$ cat src/rtl/hazard_stall_if.sv
// Pipeline-status / stall-control bundle shared between the pipeline and the hazard unit.
// master = pipeline side (drives stage status), slave = hazard_stall_unit.
interface hazard_stall_if #(
    parameter int REG_W = 3,
    parameter int CNT_W = 16
);
    logic [REG_W-1:0] id_rs1;
    logic [REG_W-1:0] id_rs2;
    logic             id_uses_rs1;
    logic             id_uses_rs2;
    logic             ex_mem_read;
    logic [REG_W-1:0] ex_rd;
    logic             branch_taken;
    logic             mem_req;
    logic             mem_ready;

    logic             if_id_en;
    logic             id_ex_en;
    logic             ex_mem_en;
    logic             mem_wb_en;
    logic             pc_en;
    logic             if_id_flush;
    logic             id_ex_flush;
    logic [CNT_W-1:0] stall_cycles;
    logic             mem_err;

    modport master (
        output id_rs1, id_rs2, id_uses_rs1, id_uses_rs2, ex_mem_read, ex_rd,
               branch_taken, mem_req, mem_ready,
        input  if_id_en, id_ex_en, ex_mem_en, mem_wb_en, pc_en,
               if_id_flush, id_ex_flush, stall_cycles, mem_err
    );

    modport slave (
        input  id_rs1, id_rs2, id_uses_rs1, id_uses_rs2, ex_mem_read, ex_rd,
               branch_taken, mem_req, mem_ready,
        output if_id_en, id_ex_en, ex_mem_en, mem_wb_en, pc_en,
               if_id_flush, id_ex_flush, stall_cycles, mem_err
    );
endinterface

$ cat src/rtl/hazard_stall_unit.sv
// Hazard/stall controller: load-use bubbles, memory-wait freezes and branch squashes,
// with a saturating stall-cycle counter and a sticky memory-timeout flag.
module hazard_stall_unit #(
    parameter int REG_W       = 3,
    parameter int MEM_TIMEOUT = 15,
    parameter int CNT_W       = 16
) (
    input  logic           clk,
    input  logic           rst,
    hazard_stall_if.slave  bus
);
    localparam int WAIT_W = (MEM_TIMEOUT < 2) ? 1 : $clog2(MEM_TIMEOUT + 1);
    localparam logic [WAIT_W-1:0] WAIT_MAX = WAIT_W'(MEM_TIMEOUT);
    localparam logic [WAIT_W-1:0] WAIT_ONE = WAIT_W'(1);

    typedef enum logic {
        S_RUN,
        S_MEM_WAIT
    } state_t;

    state_t            r_state;
    logic [WAIT_W-1:0] r_wait_cnt;
    logic [CNT_W-1:0]  r_stall_cycles;
    logic              r_mem_err;

    logic              w_hz;
    logic              w_mem_stall;
    logic [WAIT_W-1:0] w_wait_next;
    logic              w_if_id_en;
    logic              w_id_ex_en;
    logic              w_ex_mem_en;
    logic              w_mem_wb_en;
    logic              w_if_id_flush;
    logic              w_id_ex_flush;

    // Register 0 is hardwired, so a load targeting it can never create a dependency.
    assign w_hz = bus.ex_mem_read && (bus.ex_rd != '0) &&
                  ((bus.id_uses_rs1 && (bus.id_rs1 == bus.ex_rd)) ||
                   (bus.id_uses_rs2 && (bus.id_rs2 == bus.ex_rd)));

    // A dropped mem_req releases the wait exactly like mem_ready does.
    assign w_mem_stall = bus.mem_req && !bus.mem_ready;

    assign w_wait_next = (r_state == S_RUN)     ? WAIT_ONE :
                         (r_wait_cnt >= WAIT_MAX) ? WAIT_MAX : r_wait_cnt + WAIT_ONE;

    always_comb begin
        w_if_id_en    = 1'b0;
        w_id_ex_en    = 1'b0;
        w_ex_mem_en   = 1'b0;
        w_mem_wb_en   = 1'b0;
        w_if_id_flush = 1'b0;
        w_id_ex_flush = 1'b0;
        if (rst) begin
            if (r_state == S_MEM_WAIT) begin
                if (!w_mem_stall) begin
                    {w_if_id_en, w_id_ex_en, w_ex_mem_en, w_mem_wb_en} = 4'b1111;
                end
            end else if (w_mem_stall) begin
                {w_if_id_en, w_id_ex_en, w_ex_mem_en, w_mem_wb_en} = 4'b0000;
            end else if (bus.branch_taken) begin
                {w_if_id_en, w_id_ex_en, w_ex_mem_en, w_mem_wb_en} = 4'b1111;
                w_if_id_flush = 1'b1;
                w_id_ex_flush = 1'b1;
            end else if (w_hz) begin
                // Hold IF/ID and PC for one cycle while a NOP enters EX behind the load.
                {w_if_id_en, w_id_ex_en, w_ex_mem_en, w_mem_wb_en} = 4'b0111;
                w_id_ex_flush = 1'b1;
            end else begin
                {w_if_id_en, w_id_ex_en, w_ex_mem_en, w_mem_wb_en} = 4'b1111;
            end
        end
    end

    always_ff @(posedge clk or negedge rst) begin
        if (!rst) begin
            r_state        <= S_RUN;
            r_wait_cnt     <= '0;
            r_stall_cycles <= '0;
            r_mem_err      <= 1'b0;
        end else begin
            if (w_mem_stall) begin
                r_state    <= S_MEM_WAIT;
                r_wait_cnt <= w_wait_next;
                if (w_wait_next >= WAIT_MAX) begin
                    r_mem_err <= 1'b1;
                end
            end else begin
                r_state    <= S_RUN;
                r_wait_cnt <= '0;
            end
            if (!w_if_id_en && (r_stall_cycles != '1)) begin
                r_stall_cycles <= r_stall_cycles + 1'b1;
            end
        end
    end

    assign bus.if_id_en     = w_if_id_en;
    assign bus.pc_en        = w_if_id_en;
    assign bus.id_ex_en     = w_id_ex_en;
    assign bus.ex_mem_en    = w_ex_mem_en;
    assign bus.mem_wb_en    = w_mem_wb_en;
    assign bus.if_id_flush  = w_if_id_flush;
    assign bus.id_ex_flush  = w_id_ex_flush;
    assign bus.stall_cycles = r_stall_cycles;
    assign bus.mem_err      = r_mem_err;
endmodule

$ cat src/flat_wrapper.sv
// flat-port wrapper written by rule: the top's interface ports become plain ports
module hazard_stall_unit_flat 
#(
    parameter int REG_W       = 3,
    parameter int MEM_TIMEOUT = 15,
    parameter int CNT_W       = 16
)
  (clk, rst, bus_id_rs1, bus_id_rs2, bus_id_uses_rs1, bus_id_uses_rs2, bus_ex_mem_read, bus_ex_rd, bus_branch_taken, bus_mem_req, bus_mem_ready, bus_if_id_en, bus_id_ex_en, bus_ex_mem_en, bus_mem_wb_en, bus_pc_en, bus_if_id_flush, bus_id_ex_flush, bus_stall_cycles, bus_mem_err);
  hazard_stall_if #(.REG_W(REG_W), .CNT_W(CNT_W)) bus_i ();
  input  logic clk;
  input  logic rst;
  input wire logic [$bits(bus_i.id_rs1)-1:0] bus_id_rs1;
  input wire logic [$bits(bus_i.id_rs2)-1:0] bus_id_rs2;
  input wire logic [$bits(bus_i.id_uses_rs1)-1:0] bus_id_uses_rs1;
  input wire logic [$bits(bus_i.id_uses_rs2)-1:0] bus_id_uses_rs2;
  input wire logic [$bits(bus_i.ex_mem_read)-1:0] bus_ex_mem_read;
  input wire logic [$bits(bus_i.ex_rd)-1:0] bus_ex_rd;
  input wire logic [$bits(bus_i.branch_taken)-1:0] bus_branch_taken;
  input wire logic [$bits(bus_i.mem_req)-1:0] bus_mem_req;
  input wire logic [$bits(bus_i.mem_ready)-1:0] bus_mem_ready;
  output wire logic [$bits(bus_i.if_id_en)-1:0] bus_if_id_en;
  output wire logic [$bits(bus_i.id_ex_en)-1:0] bus_id_ex_en;
  output wire logic [$bits(bus_i.ex_mem_en)-1:0] bus_ex_mem_en;
  output wire logic [$bits(bus_i.mem_wb_en)-1:0] bus_mem_wb_en;
  output wire logic [$bits(bus_i.pc_en)-1:0] bus_pc_en;
  output wire logic [$bits(bus_i.if_id_flush)-1:0] bus_if_id_flush;
  output wire logic [$bits(bus_i.id_ex_flush)-1:0] bus_id_ex_flush;
  output wire logic [$bits(bus_i.stall_cycles)-1:0] bus_stall_cycles;
  output wire logic [$bits(bus_i.mem_err)-1:0] bus_mem_err;
  assign bus_i.id_rs1 = bus_id_rs1;
  assign bus_i.id_rs2 = bus_id_rs2;
  assign bus_i.id_uses_rs1 = bus_id_uses_rs1;
  assign bus_i.id_uses_rs2 = bus_id_uses_rs2;
  assign bus_i.ex_mem_read = bus_ex_mem_read;
  assign bus_i.ex_rd = bus_ex_rd;
  assign bus_i.branch_taken = bus_branch_taken;
  assign bus_i.mem_req = bus_mem_req;
  assign bus_i.mem_ready = bus_mem_ready;
  assign bus_if_id_en = bus_i.if_id_en;
  assign bus_id_ex_en = bus_i.id_ex_en;
  assign bus_ex_mem_en = bus_i.ex_mem_en;
  assign bus_mem_wb_en = bus_i.mem_wb_en;
  assign bus_pc_en = bus_i.pc_en;
  assign bus_if_id_flush = bus_i.if_id_flush;
  assign bus_id_ex_flush = bus_i.id_ex_flush;
  assign bus_stall_cycles = bus_i.stall_cycles;
  assign bus_mem_err = bus_i.mem_err;
  hazard_stall_unit #(.REG_W(REG_W), .MEM_TIMEOUT(MEM_TIMEOUT), .CNT_W(CNT_W)) u_core (.clk(clk), .rst(rst), .bus(bus_i));
endmodule
$ cat config.mk
export PLATFORM = sky130hd
export DESIGN_NAME = hazard_stall_unit_flat
export DESIGN_NICKNAME = d
export VERILOG_FILES = /design/src/rtl/hazard_stall_if.sv /design/src/rtl/hazard_stall_unit.sv /design/src/flat_wrapper.sv
export SDC_FILE = /design/constraint.sdc
export NUM_CORES = 1
export LEC_CHECK = 0
export BUFFER_PORTS_ARGS = -buffer_cell sky130_fd_sc_hd__buf_4
export CAP_MARGIN = 5
export CORE_MARGIN = 1.5
export CORE_UTILIZATION = 49
export DETAILED_ROUTE_END_ITERATION = 8
export PLACE_DENSITY = 0.78
export SYNTH_ARGS = -nofsm -noshare
export SYNTH_HDL_FRONTEND = slang
export SYNTH_SLANG_ARGS = --single-unit
$ cat constraint.sdc
create_clock -name clk -period 2.16 [get_ports clk]
set_input_delay 0.432 -clock clk [delete_from_list [all_inputs] [get_ports clk]]
set_output_delay 0.432 -clock clk [all_outputs]
set_load 0.03 [all_outputs]
* After elaboration in Yosys (flattened, before gate mapping)
Cells that the tools add are included.
Word-level totals: register bits 22, bits of input ports 17, output and inout bits 24, word-level logic and storage cells 42
Operators by class: add/subtract/negate cells 2, $lt $le $gt $ge 2, equal/unequal tests 3, mux-type cells 20, reductions and logical operators 11
Operator list (count):
- 1-bit 2-to-1 mux | 17
- 16-bit by 1-bit adder with 16-bit output (second input constant) | 1
- 16-bit != test (second input constant) | 1
- 4-bit 2-to-1 mux | 3
- 4-bit greater-or-equal comparator (second input constant) | 2
- 3-bit == test | 2
- 1-bit logical AND | 6
- 4-bit by 1-bit adder with 4-bit output (second input constant) | 1
- 3-bit nonzero test | 1
- 1-bit zero test | 2
- 2-bit AND reduction | 1
- 1-bit logical OR | 1

* Depth between registers and ports, before layout
Gate-level depths: netlist (run 1).
depth in word-level cells 11, mapped depth 8, mapped depth without buffers 7

* Least setup slack after synthesis (run 1)
No wires, ideal clock.
kind input port to output port, start point input bus_ex_rd[1], end point output bus_pc_en, arrival 1.770 ns, required time 1.728 ns, setup slack -0.042 ns, cell stages on the path 4, path buffers 1, cell sequence o31ai_1 a2111oi_4 nor2_1 buf_4
On the way: word-level cells in the longest chain between the ends 9, elaborated cells on any way between the ends 13, classes of those cells 2 x eq/ne; 5 x mux; 6 x reduce/logical
RTL lines:
- start, declared | RTL line flat_wrapper.sv:17 | input wire logic [$bits(bus_i.ex_rd)-1:0] bus_ex_rd;
- 3-bit == test, on equally long branches | RTL line hazard_stall_unit.sv:38, hazard_stall_unit.sv:39
- 1-bit logical AND, on equally long branches | RTL line hazard_stall_unit.sv:38, hazard_stall_unit.sv:39
- 1-bit logical OR | RTL line hazard_stall_unit.sv:38 | ((bus.id_uses_rs1 && (bus.id_rs1 == bus.ex_rd)) ||
- 1-bit logical AND (*) | RTL line hazard_stall_unit.sv:37 | assign w_hz = bus.ex_mem_read && (bus.ex_rd != '0) &&
- 1-bit 2-to-1 mux (*) | RTL line hazard_stall_unit.sv:65 | end else if (w_hz) begin
- 1-bit 2-to-1 mux (*) | RTL line hazard_stall_unit.sv:61 | end else if (bus.branch_taken) begin
- 1-bit 2-to-1 mux (*) | RTL line hazard_stall_unit.sv:59 | end else if (w_mem_stall) begin
- 1-bit 2-to-1 mux (*) | RTL line hazard_stall_unit.sv:55 | if (r_state == S_MEM_WAIT) begin
- 1-bit 2-to-1 mux (*) | RTL line hazard_stall_unit.sv:54 | if (rst) begin
- end, declared | RTL line flat_wrapper.sv:25 | output wire logic [$bits(bus_i.pc_en)-1:0] bus_pc_en;
Every way passes the cells marked *; elsewhere a longest branch is shown, timed or not.

* Worst setup path in the final report (run 1)
start point input bus_ex_rd[2], end point output bus_if_id_en
On the way: word-level cells in the longest chain between the ends 9, elaborated cells on any way between the ends 13, classes of those cells 2 x eq/ne; 5 x mux; 6 x reduce/logical
RTL lines:
- 3-bit == test, on equally long branches | RTL line hazard_stall_unit.sv:38, hazard_stall_unit.sv:39
- 1-bit logical AND, on equally long branches | RTL line hazard_stall_unit.sv:38, hazard_stall_unit.sv:39
- 1-bit logical OR | RTL line hazard_stall_unit.sv:38
- 1-bit logical AND (*) | RTL line hazard_stall_unit.sv:37
- 1-bit 2-to-1 mux (*) | RTL line hazard_stall_unit.sv:65
- 1-bit 2-to-1 mux (*) | RTL line hazard_stall_unit.sv:61
- 1-bit 2-to-1 mux (*) | RTL line hazard_stall_unit.sv:59
- 1-bit 2-to-1 mux (*) | RTL line hazard_stall_unit.sv:55
- 1-bit 2-to-1 mux (*) | RTL line hazard_stall_unit.sv:54
- end, declared | RTL line flat_wrapper.sv:21 | output wire logic [$bits(bus_i.if_id_en)-1:0] bus_if_id_en;
Marks and branches as above.

==> results of run 1 <==
[per-stage QoR]
step | power [mW] | setup TNS [ps] | instance area [sq um]
CTS | 1.26 | 0 | 1550
global placement | 1.02 | 0 | 1510
detailed placement | 1.04 | -168 | 1510
global route | 1.32 | 0 | 1560
finish | 1.25 | 0 | 1560
floorplan | 0.851 | 0 | 1200
[where the power goes]
group	total (mW)	switching [mW]	internal (mW)	leakage (nW)
Combinational	0.457	0.271	0.186	0.464
Sequential	0.571	0.0918	0.479	0.272
Clock	0.226	0.123	0.103	0.0210
[placed cells by master (no fill, tap or decap), drive strengths merged]
cell type  synthesis  routed
nand2b             1       1
xnor2             11      11
o21ai              2       2
a31oi              1       1
clkbuf             0       4
nand2              9       9
ha                 2       2
or2                1       1
a2111oi            1       1
xor2              10      10
dfrtp             22      22
inv                8       8
a21oi              2       2
nor2b              1       1
mux2               1       1
nor2              13      13
nor3b              1       1
nor4               4       4
buf                4      43
o31ai              1       1
nand3              8       8
nor3               7       7
mux2i              1       1
nand4              5       5
a41o               1       1
[layer usage]
layer	up-vias	routed length, um
met2	32	1240
met3	5	141
met4	0	34
met5	-	0
met1	479	1050
li1	481	-
[final cells by class]
cell class | count | area, sq um
well taps | 28 | 35.0
clock buffers | 4 | 36.3
flip-flops and latches | 22 | 551
fillers | 190 | 697
inverters | 8 | 30.0
multi-input cells | 83 | 583
repair buffers | 43 | 323
[registers in the layout (all words and copies together) (netlist names)]
register / count
u_core.bus.mem_err: 1
u_core.r_wait_cnt: 4
u_core.bus.stall_cycles: 16
u_core.r_state: 1
[critical path: stages]
cell and delay [ps]:
buf_4 130, xnor2_1 160, nand4_1 190, a2111oi_4 440
nor2_2 110, buf_4 190
[final timing paths]
path | to | slack (ps) | depth (start not counted)
max | bus_if_id_en | 80 | 6
min | u_core.bus.stall_cycles[15] | 80 | 2
max reg2reg | u_core.bus.stall_cycles[1] | 220 | 6
min reg2reg | u_core.bus.mem_err | 480 | 1
max in group asynchronous | u_core.r_wait_cnt[1] | 1860 | 2
min in group clk | u_core.r_state | 390 | 3
[logic make-up (layout without fill, tap and decap cells)]
| family | after synthesis | after routing | share of synthesized area |
|---|---|---|---|
| compound gates | 8 | 8 | 0.0628 |
| xor+xnor | 21 | 21 | 0.154 |
| fa+ha+maj | 2 | 2 | 0.0209 |
| buf+inv | 12 | 55 | 0.0534 |
| flops | 22 | 22 | 0.461 |
| mux | 2 | 2 | 0.0178 |
| simple gates | 50 | 50 | 0.230 |
==> metrics.csv, run 1 <==
metric,value,unit
status,"complete, no violations",
hold_class,primary input to asynchronous set/reset pin,
fin_skew,5.81,ps
async_flop_share,1.00,
criticalPathCategory,primary input to primary output,
dieArea,2740,sq um
clock-sinks,22,
finalSetupViolations,0,
maxCapViolations,0,
vias_per_cell,5.30,
first_iter_violations,18,
syn_nets,136,
timing_hold_violations_final,0,
path_clk_slew,120,ps
required,1730,ps
via_count,997,
cts_tree,built,
crit_path_start_kind,primary input,
post_cts_buffers,0,
clock.fmax,480,MHz
arrival,1650,ps
dieHeight,52.4,um
netlist_area,1190,sq um
post-route-util,0.691,
synth_top_cell_area_share,0.461,
holdWs,79.0,ps
slew_viol_final,0,
place_inst,183,
clockBufferDepth,2,
syn_avg_cell_area,10.2,sq um
reg2reg_from,u_core.bus.stall_cycles[0],
setup_ws,76.2,ps
cts_hold_buf,0,
grt_pass1_vias,959,
ys_types,27,
startpoint,bus_ex_rd[2],
cts_buffers,3,
netlist_instances,117,
fin_nets,180,
cts_root_buf,clkbuf_4,
fin_crit,2080,ps
rsz0062_at_grt,no,
dr.pass1.iters,4,
grt_antenna_before_repair,0,
routedWlPerCell,13.1,um
io_pins,41,
ir_worst_vdd,0.854,mV
fin_cells,188,
drc,0,
worst_pin_slew,696,ps
pre_cts_ws,-73.5,ps
yosys-top-cells-area,"dfrtp_1 46%, xnor2_1 8.1%, xor2_1 7.3%, nor4_2 4.2%, nor2_1 4.1%",
crit_fanout,4,
dp_hpwl,1920,um
ant_nets,0,
grt_start_max_net_pins,23,
ys_seq_area_frac,0.461,
die_x,52.4,um
grtUsageTotal,0.194,
synth_flop_cell,dfrtp_1,
drive_above_1_share,0.356,
power_density,805,nW/um^2
wl,2460,um
grt-busiest-layer,met2,
grt_pass1_wl,3970,um
leakage,0.757,nW
port_buffers,40,
area_delta_synth_final,30.4,%
cts_max_level,1,
ys_warn_count,0,
yosys.area.top_type,dfrtp_1,
diodes,0,
synth.most_common_cell,dfrtp_1,
synth_seq_cells,22,
synth_edf_count,0,
post-route-period-util,0.965,
clk_latency,310,ps
place.gp.congestion,0.766,
cts_resized,0,
synth_commonest_cells,"22 x dfrtp_1, 13 x nor2_1, 11 x xnor2_1",
grt-ovfl-total,0,
grt_util_met2,0.346,
row_count,17,
grt.met1_usage,0.237,
core_area,2250,sq um
relSlewSlack,0.536,
start_util,0.530,
met3_usage,0.0200,
endpoint_kind,primary output,
Note: power is estimated with default switching activity, not from simulation.
==> inputs of run 2 (changes only) <==
==> constraint.sdc (replaced) <==
create_clock -name clk -period 2.16 [get_ports clk]
set_input_delay 0.324 -clock clk [delete_from_list [all_inputs] [get_ports clk]]
set_output_delay 0.324 -clock clk [all_outputs]
set_load 0.03 [all_outputs]
==> metrics.csv, run 2 (synthesis gave the netlist of run 1 again) <==
metric,value,unit
hold_class,primary input to register,
p_int,852,uW
grt-ovfl-total,0,
ant_nets,0,
combPwrFrac,0.341,
grt_start_max_net_pins,23,
cts_tree,built,
fin_nets,180,
power.switching,488,uW
fill_cells,177,
cts_buffers,3,
relSlewSlack,0.526,
clock.fmax,510,MHz
fin_crit,1960,ps
area_delta_synth_final,31.7,%
vias_per_cell,5.21,
clock-sinks,22,
dp_hpwl,1840,um
ir_worst_vdd,0.892,mV
fin_total_pwr,1.34,mW
switching_share,0.364,
grtUsageTotal,0.191,
required,2370,ps
core_area,2250,sq um
grt_pass1_vias,911,
pre_cts_ws,69.1,ps
arrival,2170,ps
clockBufferDepth,2,
crit_path_start_kind,register,
row_count,17,
power_density,851,nW/um^2
die_x,52.4,um
worst_pin_slew,711,ps
maxCapViolations,0,
hp-start,bus_mem_req,
clk_latency,310,ps
r2r_slack,200,ps
multi_input_area,581,sq um
dieArea,2740,sq um
hold_depth,3,
cts_root_buf,clkbuf_4,
grt_pass1_wl,3860,um
p_clk_frac,0.235,
diodes,0,
fin_skew,6.69,ps
reg2reg_from,u_core.bus.stall_cycles[0],
post-route-period-util,0.908,
wl,2400,um
place_inst,183,
criticalPathCategory,register to register,
slew_viol_final,0,
timing_hold_violations_final,0,
crit_fanout,14,
final_common_cell,buf_4,
start_util,0.530,
first_iter_violations,14,
holdWs,291,ps
whs_endpoint,u_core.r_state,
status,"complete, no violations",
rsz0062_at_grt,no,
via_count,979,
seqPwrFrac,0.424,
drive_above_1_share,0.344,
largest_reg_flops,16,
dr.pass1.iters,4,
r2r-end,u_core.bus.stall_cycles[1],
leakage,0.763,nW
endpoint_kind,register,
final_cell_mix,"42 x buf_4, 22 x dfrtp_1, 13 x nor2_1, 11 x xnor2_1, 10 x xor2_1",
regArea,551,sq um
routedWlPerCell,12.8,um
dieHeight,52.4,um
path_clk_slew,130,ps
drc,0,
r2r_cells,6,
io_pins,41,
finalSetupViolations,0,
place.gp.congestion,0.742,
setup_ws,198,ps
grt_antenna_before_repair,0,
cts_max_level,1,
fin_cells,188,
port_buffers,40,
tns,0,ps
startpoint,u_core.bus.stall_cycles[0],
cts_resized,0,
-- run 2: cell count changes in the layout (fill, tap and decap cells not counted) --
| cell | before | now |
|---|---|---|
| nor2_1 | 12 | 13 |
| clkbuf_8 | 1 | 0 |
| bufinv_16 | 0 | 1 |
| nor2_2 | 1 | 0 |
| dlygate4sd3_1 | 0 | 1 |
| buf_4 | 43 | 42 |
-- run 2: power by group through the flow --
stage / clock, mW / combinational [mW] / sequential, mW
floorplan: 0 / 0.162 / 0.689
finish: 0.315 / 0.457 / 0.568
CTS: 0.319 / 0.463 / 0.568
global placement: 0 / 0.452 / 0.571
detailed placement: 0 / 0.459 / 0.575
global route: 0.336 / 0.492 / 0.579
-- run 2: cell type report --
class / instances / area share
Clock buffer: 3 / 0.0143
Clock inverter: 1 / 0.0191
Inverter: 8 / 0.0191
Multi-Input combinational cell: 83 / 0.369
Sequential cell: 22 / 0.350
Tap cell: 28 / 0.0223
Timing Repair Buffer: 43 / 0.207
-- run 2: how the worst max path moves through the flow --
stage	slack, ps	to	depth (start not counted)
finish	200	u_core.bus.stall_cycles[1]	6
global route	60	u_core.bus.stall_cycles[5]	7
CTS	200	u_core.bus.stall_cycles[1]	6
detailed placement	70	u_core.bus.stall_cycles[15]	7
global placement	160	u_core.bus.stall_cycles[1]	6
floorplan	170	bus_pc_en	4
-- run 2: worst max-delay path, cell delays in order, from the launching register on --
cell	delay (ps)
dfrtp_1	430
ha_1	210
nand2_1	130
nor2_1	240
nand4_1	160
o21ai_2	310
mux2_1	380
-- run 2: routing by layer --
| metal | routed length, um | GRT usage | share of wire |
|---|---|---|---|
| met1 | 1030 | 0.235 | 0.43 |
| met2 | 1170 | 0.329 | 0.49 |
| met3 | 184 | 0.0400 | 0.077 |
| met4 | 22 | 0.0641 | 0.0092 |
| met5 | 0 | 0 | 0 |
-- run 2: repair_timing --
item / in CTS / in global routing
hold buffers: 1 / 0
hold endpoints to repair: 22 / 0
setup endpoints to repair: 0 / 0
buffers inserted: 0 / 0
-- run 2: through the flow --
step | util | cell area, sq um
floorplan | - | 1190
global placement | 0.670 | 1510
detailed placement | 0.670 | 1510
CTS | 0.698 | 1570
global route | 0.698 | 1570
finish | 0.698 | 1570
==> inputs of run 3 (changes only) <==
--- a/config.mk
+++ b/config.mk
@@ -5,12 +5,13 @@
 export SDC_FILE = /design/constraint.sdc
 export NUM_CORES = 1
 export LEC_CHECK = 0
+export ABC_AREA = 1
 export BUFFER_PORTS_ARGS = -buffer_cell sky130_fd_sc_hd__buf_4
 export CAP_MARGIN = 5
 export CORE_MARGIN = 1.5
-export CORE_UTILIZATION = 49
+export CORE_UTILIZATION = 52
 export DETAILED_ROUTE_END_ITERATION = 8
-export PLACE_DENSITY = 0.78
+export PLACE_DENSITY = 0.79
 export SYNTH_ARGS = -nofsm -noshare
 export SYNTH_HDL_FRONTEND = slang
 export SYNTH_SLANG_ARGS = --single-unit
==> metrics.csv, run 3 <==
metric,value,unit
status,"complete, no violations",
vias_per_cell,4.88,
cts_root_buf,clkbuf_4,
cts_buffers,3,
hold_class,primary input to register,
crit_path_start_kind,primary input,
place.gp.congestion,0.906,
dr.pass1.iters,4,
cts_tree,built,
netlist_instances,212,
grt_pass1_wl,5470,um
post-route-period-util,0.944,
synth_edf_count,0,
dieArea,3190,sq um
placed_cell_area,1800,sq um
r2r_cells,9,
crit_fanout,13,
finalSetupViolations,0,
drc,0,
timing_hold_violations_final,0,
start_util,0.543,
cts_max_level,1,
wl,3120,um
port_buffers,40,
drive_above_1_share,0.226,
synth.most_common_cell,nand2_1,
r2r-end,u_core.bus.stall_cycles[2],
routedWlPerCell,11.0,um
diodes,0,
cts_resized,0,
required,1840,ps
synth_seq_cells,22,
ant_nets,0,
syn_nets,231,
synth_commonest_cells,"70 x nand2_1, 27 x inv_1, 25 x nor2_1",
grt_pass1_vias,1249,
clk_latency,300,ps
die_x,56.4,um
startpoint,rst,
fin_nets,273,
grt-ovfl-total,0,
maxCapViolations,0,
fin_total_pwr,1.12,mW
reg2reg_from,u_core.bus.stall_cycles[0],
clock-sinks,22,
power_density,611,nW/um^2
syn_avg_cell_area,7.01,sq um
final_cell_mix,"70 x nand2_1, 42 x buf_4, 27 x inv_1, 24 x nor2_1, 24 x nand3_1",
path_clk_slew,100,ps
row_count,19,
async_flop_share,1.00,
grt_start_max_net_pins,23,
regArea,551,sq um
slew_viol_final,0,
leakage,0.994,nW
netlist_area,1490,sq um
yosys.area.top_type,dfrtp_1,
fin_skew,9.08,ps
synth_flop_cell,dfrtp_1,
dieHeight,56.4,um
synth_top_cell_area_share,0.371,
ir_worst_vdd,0.529,mV
worst_pin_slew,321,ps
hold_depth,2,
grtUsageTotal,0.215,
arrival,1710,ps
grt_antenna_before_repair,0,
first_iter_violations,55,
multi_input_area,785,sq um
io_pins,41,
ys_seq_area_frac,0.371,
endpoint_kind,primary output,
rsz0062_at_grt,no,
fill_cells,256,
area_delta_synth_final,23.3,%
via_count,1382,
clockBufferDepth,2,
tns,0,ps
r2r_slack,310,ps
largest_reg_flops,16,
clock.fmax,490,MHz
dp_hpwl,2390,um
hp-start,bus_mem_ready,
fin_crit,2040,ps
whs_endpoint,u_core.r_state,
core_area,2730,sq um
design_area,1830,sq um
final_common_cell,nand2_1,
criticalPathCategory,primary input to primary output,
yosys-top-cells-area,"dfrtp_1 37%, nand2_1 18%, nand3_1 8.1%, inv_1 6.8%, nor2_1 6.3%",
ys_types,27,
ys_warn_count,0,
relSlewSlack,0.785,
[run 3: cell types whose count changed in the layout (fill, tap and decap cells not counted), moves of 4 or more]
cell	before	now
nor2_1	13	24
nand4_1	5	1
nand2_1	9	70
xnor2_1	11	5
nand3_1	8	24
nor4_2	4	0
inv_1	8	27
[run 3: kinds of logic (layout without fill, tap and decap cells)]
kind of cell,count (synthesis),after routing,synth area share
AOI/OAI and AO/OA,8,8,0.0354
xor gates and xnor gates,14,14,0.0826
adders and majority gates,2,2,0.0168
buffers and inverters,35,75,0.103
DFF,22,22,0.371
and+or+nand+nor,131,131,0.392
[run 3: worst max-delay path: stages]
cell,delay [ps]
dlygate4sd3_1,530
buf_4,100
inv_1,40
nor2_2,190
nand2_2,220
inv_1,140
buf_4,170
[run 3: metal layers]
metal	share of wire	global-route usage
met1	0.48	0.307
met2	0.46	0.341
met3	0.047	0.0323
met4	0.012	0.0612
met5	0	0
[run 3: timing repair]
item,in CTS,in global routing
setup buffers,0,0
endpoints found under the hold margin,22,0
hold buffers,1,0
[run 3: final cells by class]
type	count	share of cell area
Tap cell	31	0.0212
Multi-Input combinational cell	155	0.429
Clock buffer	3	0.0123
Inverter	29	0.0595
Timing Repair Buffer	43	0.178
Sequential cell	22	0.301
[run 3: where the power goes]
part | switching, mW | total, mW | internal (mW)
clock network | 0.112 | 0.177 | 0.0651
registers | 0.0764 | 0.535 | 0.459
logic | 0.245 | 0.407 | 0.162
[run 3: worst max path at each step]
| stage | to | slack [ps] | depth (start not counted) |
|---|---|---|---|
| 2_1_floorplan | bus_pc_en | 210 | 7 |
| 3_3_place_gp | u_core.bus.stall_cycles[15] | 440 | 9 |
| 3_5_place_dp | u_core.bus.stall_cycles[2] | 320 | 9 |
| 4_1_cts | bus_if_id_en | 140 | 7 |
| 5_1_grt | bus_if_id_en | 20 | 7 |
| 6_report | bus_if_id_en | 120 | 7 |
[run 3: per-stage QoR]
stage          hold slack, ps  setup slack [ps]   util  std cells
2_1_floorplan            28.4               207      -        212
3_3_place_gp              319               444  0.658        279
3_5_place_dp              321               324  0.658        279
4_1_cts                   205               138  0.670        283
5_1_grt                   215              20.8  0.670        283
6_report                  217               121  0.670        283
